**src/rtl/cache_pkg.sv**
```systemverilog
// cache_pkg: shared fill-state type and default cache-fill geometry
package cache_pkg;
  typedef enum logic {IDLE, FILL} fill_state_e;
  localparam int WORD_BYTES = 2;
  localparam int DEF_WORDS_PER_BLOCK = 8;
  localparam int DEF_ADDR_WIDTH = 16;
endpackage

```
**src/rtl/fill_counter.sv**
```systemverilog
// fill_counter: clearable, enabled counter saturating at MAX with terminal-count flag
module fill_counter #(
  parameter int MAX = 8,
  parameter int OW = $clog2(MAX),
  parameter int CW = $clog2(MAX + 1)
) (
  input  logic          clk,
  input  logic          rst,
  input  logic          clr,
  input  logic          en,
  output logic [OW-1:0] cnt,
  output logic          tc
);
  logic [CW-1:0] cnt_q, cnt_d;
  assign tc = cnt_q == CW'(MAX);
  assign cnt = cnt_q[OW-1:0];
  always_comb cnt_d = clr ? '0 : (en && !tc) ? cnt_q + CW'(1) : cnt_q;
  always_ff @(posedge clk or posedge rst)
    if (rst) cnt_q <= '0;
    else cnt_q <= cnt_d;
endmodule

```
**src/rtl/cache_fill_fsm.sv**
```systemverilog
// cache_fill_fsm: block fill engine for a multicycle memory; CRITICAL_WORD_FIRST_EN selects critical-word-first order
module cache_fill_fsm
  import cache_pkg::*;
#(
  parameter int WORDS_PER_BLOCK = DEF_WORDS_PER_BLOCK,
  parameter int ADDR_WIDTH = DEF_ADDR_WIDTH,
  parameter int LW = $clog2(WORDS_PER_BLOCK)
) (
  input  logic                  clk,
  input  logic                  rst,
  input  logic                  miss_detected,
  input  logic [ADDR_WIDTH-1:0] miss_address,
  output logic                  fsm_busy,
  output logic                  memory_enable,
  output logic [ADDR_WIDTH-1:0] memory_address,
  input  logic                  memory_data_valid,
  input  logic [15:0]           memory_data_out,
  output logic                  write_data_array,
  output logic [LW-1:0]         word_offset,
  output logic [15:0]           cache_data,
  output logic                  write_tag_array
);
  localparam int BW = $clog2(WORD_BYTES * WORDS_PER_BLOCK);
  localparam int WS = $clog2(WORD_BYTES);
  fill_state_e state_q, state_d;
  logic [ADDR_WIDTH-1:0] base_q, base_d;
  logic [LW-1:0] iss_cnt, rx_cnt, iss_off, rx_off;
  logic iss_done, rx_done, start;
  assign start = state_q == IDLE && miss_detected;
  assign fsm_busy = state_q == FILL;
  assign memory_enable = fsm_busy && !iss_done;
  assign write_data_array = memory_data_valid && fsm_busy && !rx_done;
  assign write_tag_array = write_data_array && rx_cnt == LW'(WORDS_PER_BLOCK - 1);
  assign memory_address = memory_enable ? base_q + (ADDR_WIDTH'(iss_off) << WS) : '0;
  assign word_offset = rx_off;
  assign cache_data = memory_data_out;
`ifdef CRITICAL_WORD_FIRST_EN
  logic [LW-1:0] crit_q, crit_d;
  always_comb crit_d = start ? miss_address[BW-1 -: LW] : crit_q;
  always_ff @(posedge clk or posedge rst)
    if (rst) crit_q <= '0;
    else crit_q <= crit_d;
  assign iss_off = crit_q + iss_cnt;
  assign rx_off = crit_q + rx_cnt;
`else
  assign iss_off = iss_cnt;
  assign rx_off = rx_cnt;
`endif
  always_comb begin
    base_d = start ? miss_address & ({ADDR_WIDTH{1'b1}} << BW) : base_q;
    state_d = state_q == IDLE ? (miss_detected ? FILL : IDLE) : (write_tag_array ? IDLE : FILL);
  end
  always_ff @(posedge clk or posedge rst)
    if (rst) begin
      state_q <= IDLE;
      base_q <= '0;
    end else begin
      state_q <= state_d;
      base_q <= base_d;
    end
  fill_counter #(.MAX(WORDS_PER_BLOCK)) u_issue (
    .clk(clk), .rst(rst), .clr(start), .en(memory_enable), .cnt(iss_cnt), .tc(iss_done)
  );
  fill_counter #(.MAX(WORDS_PER_BLOCK)) u_recv (
    .clk(clk), .rst(rst), .clr(start), .en(write_data_array), .cnt(rx_cnt), .tc(rx_done)
  );
endmodule

```
**config.mk**
```make
export PLATFORM = sky130hd
export DESIGN_NAME = cache_fill_fsm
export DESIGN_NICKNAME = d
export VERILOG_FILES = /design/src/rtl/cache_pkg.sv /design/src/rtl/fill_counter.sv /design/src/rtl/cache_fill_fsm.sv
export SDC_FILE = /design/constraint.sdc
export NUM_CORES = 1
export LEC_CHECK = 0
export BUFFER_PORTS_ARGS = -buffer_cell sky130_fd_sc_hd__buf_4
export CAP_MARGIN = 20
export CORE_MARGIN = 2
export CORE_UTILIZATION = 35
export CTS_BUF_LIST = sky130_fd_sc_hd__clkbuf_2
export DETAILED_ROUTE_END_ITERATION = 10
export GPL_ROUTABILITY_DRIVEN = 1
export PLACE_DENSITY = 0.67
export SYNTH_ARGS = -nofsm -noshare
export SYNTH_HDL_FRONTEND = slang
export SYNTH_SLANG_ARGS = --single-unit
```
**constraint.sdc**
```tcl
create_clock -name clk -period 1.87 [get_ports clk]
set_clock_uncertainty 0.15 [all_clocks]
set_input_delay 0.374 -clock clk [delete_from_list [all_inputs] [get_ports clk]]
set_output_delay 0.374 -clock clk [all_outputs]
set_load 0.1 [all_outputs]
```
==> Word-level counts from Yosys, hierarchy flattened <==
Cells that the tools add are included.
{ "classes": {"addsub": 3, "n_reduce_logical": 11, "muxes": 8, "n_eq_ne": 3, "bitwise": 1} }
{ "op_table": {"columns": ["operator", "count"], "rows": [
  ["16-bit by 4-bit adder with 16-bit output", 1],
  ["16-bit two-way mux", 1],
  ["4-bit two-way mux", 4],
  ["4-bit by 1-bit adder with 4-bit output (second input constant)", 2],
  ["4-bit equality test (second input constant)", 2],
  ["1-bit logical AND", 7],
  ["2-bit nonzero test", 2],
  ["3-bit equality test (second input constant)", 1],
  ["1-bit two-way mux", 3],
  ["1-bit logical NOT", 2],
  ["1-bit NOT", 1]
]} }
{ "totals": {"reg_bits": 21, "in_bits": 36, "output_inout_bits": 39} }

==> Longest topological paths before layout <==
{ "logic_depth": {"depth_word": 6, "depth_mapped": 5, "ltp_nobuf": 4} }

==> Hierarchy <==
From an unflattened synthesis, not the netlist that was laid out.
{ "unflattened": {"cells_unflattened": 121, "area_unflattened_um2": 1327.5} }
{ "by_module_without_submodules": {"columns": ["mod", "seq_area_each_um2", "area_each_um2", "n_inst", "cells_each"], "rows": [
  ["cache_fill_fsm", 325.3, 804.5, 1, 67],
  ["fill_counter", 100.1, 261.5, 2, 27]
]} }

==> Least setup slack after synthesis <==
Ideal clock, no wire load.
{ "synth_timing": {"kind": "register -> output", "from": "register state_q (netlist: fsm_busy)", "to": "output port write_tag_array", "arrival_ns": 2.791, "path_buffers": 1, "stages_incl_launch_ff": 5, "setup_slack_ns": -1.445, "path_cell_list": "dfrtp_1 -> buf_4 -> nand2_2 -> a31oi_4 -> and2_1"} }
{ "synth_between": {"elab_chain_len": 3} }
{ "synth_lines": {"columns": ["item", "line_no", "text"], "rows": [
  ["from (decl)", "cache_fill_fsm.sv:25", "fill_state_e state_q, state_d;"],
  ["from (signal assigned)", "cache_fill_fsm.sv:58", "state_q <= state_d;"],
  ["1-bit logical AND (2 in a row)", "cache_fill_fsm.sv:32", "assign write_data_array = memory_data_valid && fsm_busy && !rx_done;"],
  ["net write_data_array", "cache_fill_fsm.sv:18", "output logic write_data_array,"],
  ["1-bit logical AND", "cache_fill_fsm.sv:33", "assign write_tag_array = write_data_array && rx_cnt == LW'(WORDS_PER_BLOCK - 1);"],
  ["to (decl)", "cache_fill_fsm.sv:21", "output logic write_tag_array"]
]} }
The timed path passes the listed nets, and every way through them passes these cells.

==> Final worst setup path <==
{ "layout_timing": {"from": "register u_issue.cnt_q[0]", "to": "output port memory_address[14]"} }
{ "layout_between": {"elab_chain_len": 4, "word_cells_on_any_way": 5, "cone_classes": "1 x add/sub; 1 x eq/ne; 1 x mux; 2 x reduce/logical"} }
{ "layout_lines": {"columns": ["item", "line_no", "text"], "rows": [
  ["from (decl)", "fill_counter.sv:14", "logic [CW-1:0] cnt_q, cnt_d;"],
  ["from (signal assigned)", "fill_counter.sv:20", "else cnt_q <= cnt_d;"],
  ["parallel branches: the longest is 3 deep, another holds 16-bit by 4-bit adder with 16-bit output", null, null],
  ["16-bit two-way mux *", "cache_fill_fsm.sv:34", "assign memory_address = memory_enable ? base_q + (ADDR_WIDTH'(iss_off) << WS) : '0;"],
  ["to (decl)", "cache_fill_fsm.sv:15", "output logic [ADDR_WIDTH-1:0] memory_address,"]
]} }
Every way passes the cells marked *.

==> flow_metrics.tcl <==
set metrics [dict create \
    path_max_fanout 10 \
    postRouteAntennaNets 0 \
    cp-start-kind "flip-flop" \
    hp-class "in2reg" \
    fin_cells 222 \
    antenna_found_initial 0 \
    violations "negative setup slack" \
    synthesis.area_um2 1250 \
    crit_slowest_cell "dfrtp_1" \
    yosysSeqAreaShare_pct 42.0 \
    design.die.area_um2 4070 \
    rsz0062_at_grt "true" \
    synth_cell_type_count 27 \
    ys_ff_latch 21 \
    end_kind "primary output" \
    clockBufferDepth 2 \
    numPortBuffers 37 \
    die_h_um 63.8 \
    yosys.area.top_type_share_pct 42.0 \
    setup_slack_ps -251 \
    synth.avg_cell_area_um2 8.87 \
    post-synth-top-area-cell "dfrtp_1" \
    numCtsBuffers 3 \
    cts.sinks 21 \
    worst_slew_margin_rel_pct 64.4 \
    fin_area_um2 1880 \
    cp.buffers_inverters 3 \
    antenna_cells 0 \
    cts_root_buf "clkbuf_2" \
    dpl_worst_slack_ps -80.2 \
    drc 0 \
    place_area_um2 1550 \
    yosys-top-cells-area "dfrtp_1, buf_4, nand2_1" \
    clk_pin_slew_ps 200 \
    ys_warn_count 0 \
    crit_family "buffers and inverters" \
    final_cell_mix "nand2_1, buf_4, dfrtp_1" \
    grt_pass1_vias 1081 \
    fin_crit_sh_pct 113 \
    die_w_um 63.8 \
    drt_iter0_markers 23 \
    cts_tree "yes" \
    ios 75 \
    core_area_um2 3390 \
    min_period_ps 2120 \
    criticalPathCategory "reg2out" \
    mostFrequentLayoutCell "nand2_1" \
    start_util_pct 36.9 \
    cp.required_ps 1350 \
    drt-vias-per-instance 4.47 \
    hpwl_um 1940 \
    setup_viol 17 \
    worstMarginPinSlew_ps 534 \
    grt_pass1_wl_um 4710 \
    finalWeightedCongestion 0.720 \
    finalMaxSlewViolations 0 \
    path_common_cell "buf_12" \
    drive_gt1_share_pct 49.4 \
    clock.fmax_ghz 0.472 \
    area_growth_pct 50.0 \
    routed_wl_um 2650 \
    status "finished, violations left" \
    grt_usage_pct 14.4 \
    avgRoutedWirePerCell_um 11.9 \
    worstPathArrival_ps 1600 \
    placed_cells 210 \
    finalHoldViolCount 0 \
    row_count 21 \
    synth_nets 182 \
    cts_max_level 1 \
    crit_chain "inv_1 > ha_4 > a31oi_4 > buf_12 > and2_4 > buf_12" \
    grt_overflow 0 \
    maxCapViolations 0 \
    clock_latency_ps 300 \
    critPathMaxStageDelay_ps 380 \
    num_vias 993 \
    nets 218 \
    grt_max_degree 15 \
    synthCells 141 \
    drtPass1Iterations 4 \
]
## layout make-up
type	instances	area, um^2
Clock buffer	4	20.0
Fill cell	283	1510
Inverter	10	37.5
Multi-Input combinational cell	86	584
Sequential cell	21	529
Tap cell	46	57.6
Timing Repair Buffer	55	648
## stage by stage
stage	TNS (ps)	hold WS (ps)	utilization, %
2_1_floorplan	-5650	201	-
3_3_place_gp	-732	283	45.7
3_5_place_dp	-787	288	45.7
4_1_cts	-4420	79.1	54.1
5_1_grt	-5570	63.3	55.4
6_report	-3890	87.6	55.4
## cell families after synthesis
logic type | count (synthesis) | share of synthesized area [%]
other cells | 1 | 0.300
flops | 21 | 42.0
compound gates | 9 | 6.80
buf+inv | 34 | 17.3
mux | 5 | 4.30
simple gates | 66 | 24.3
fa+ha+maj | 5 | 5.00
## tightest hold or removal path, cell delays in order
cell and delay, ps:
buf_4 80, nand2_1 40, nand2_1 50
## layer usage
layer | global-route usage (%) | vias to the layer above | part of all wire (%)
li1 | - | 485 | -
met1 | 15.8 | 476 | 41
met2 | 26.7 | 20 | 53
met3 | 1.94 | 12 | 3.3
met4 | 7.07 | 0 | 2.9
met5 | 0 | - | 0
## sequential cells by signal, summed over array words and instances, names as in the netlist
signal / flops
base_q: 12
u_recv.cnt_q: 4
u_issue.cnt_q: 4
fsm_busy: 1
## path summary, 6_finish.rpt
path                                       to  depth (start not counted)  slack, ps             start
max in group asynchronous          base_q[13]                          4        590               rst
min in group asynchronous          base_q[15]                          3        460               rst
hold reg to reg                     base_q[5]                          2        350         base_q[5]
setup / recovery           memory_address[14]                          6       -250  u_issue.cnt_q[0]
setup reg to reg              u_recv.cnt_q[2]                          7        100   u_recv.cnt_q[1]
hold / removal                      base_q[8]                          3         90   miss_address[8]
## Yosys cell counts, drive strengths merged
master / instances
and2: 15
nand3: 1
nor2: 5
or3: 1
a31o: 1
nand2: 40
a21oi: 3
o22ai: 1
o21ai: 1
dfrtp: 21
mux2: 3
nor2b: 2
nand4: 1
mux2i: 2
inv: 10
buf: 24
conb: 1
a31oi: 2
ha: 5
o21a: 1
nand2b: 1
## timing repair
action,CTS,global route
pin swaps,5,8
endpoints found under the setup margin,17,17
setup buffers,4,3
hold buffers,1,0
gates resized for setup,56,3
endpoints found under the hold margin,12,0
Power is left out: the tool's default activity adds up to more than one toggle a clock period on the data nets, which glitch-free logic cannot reach.
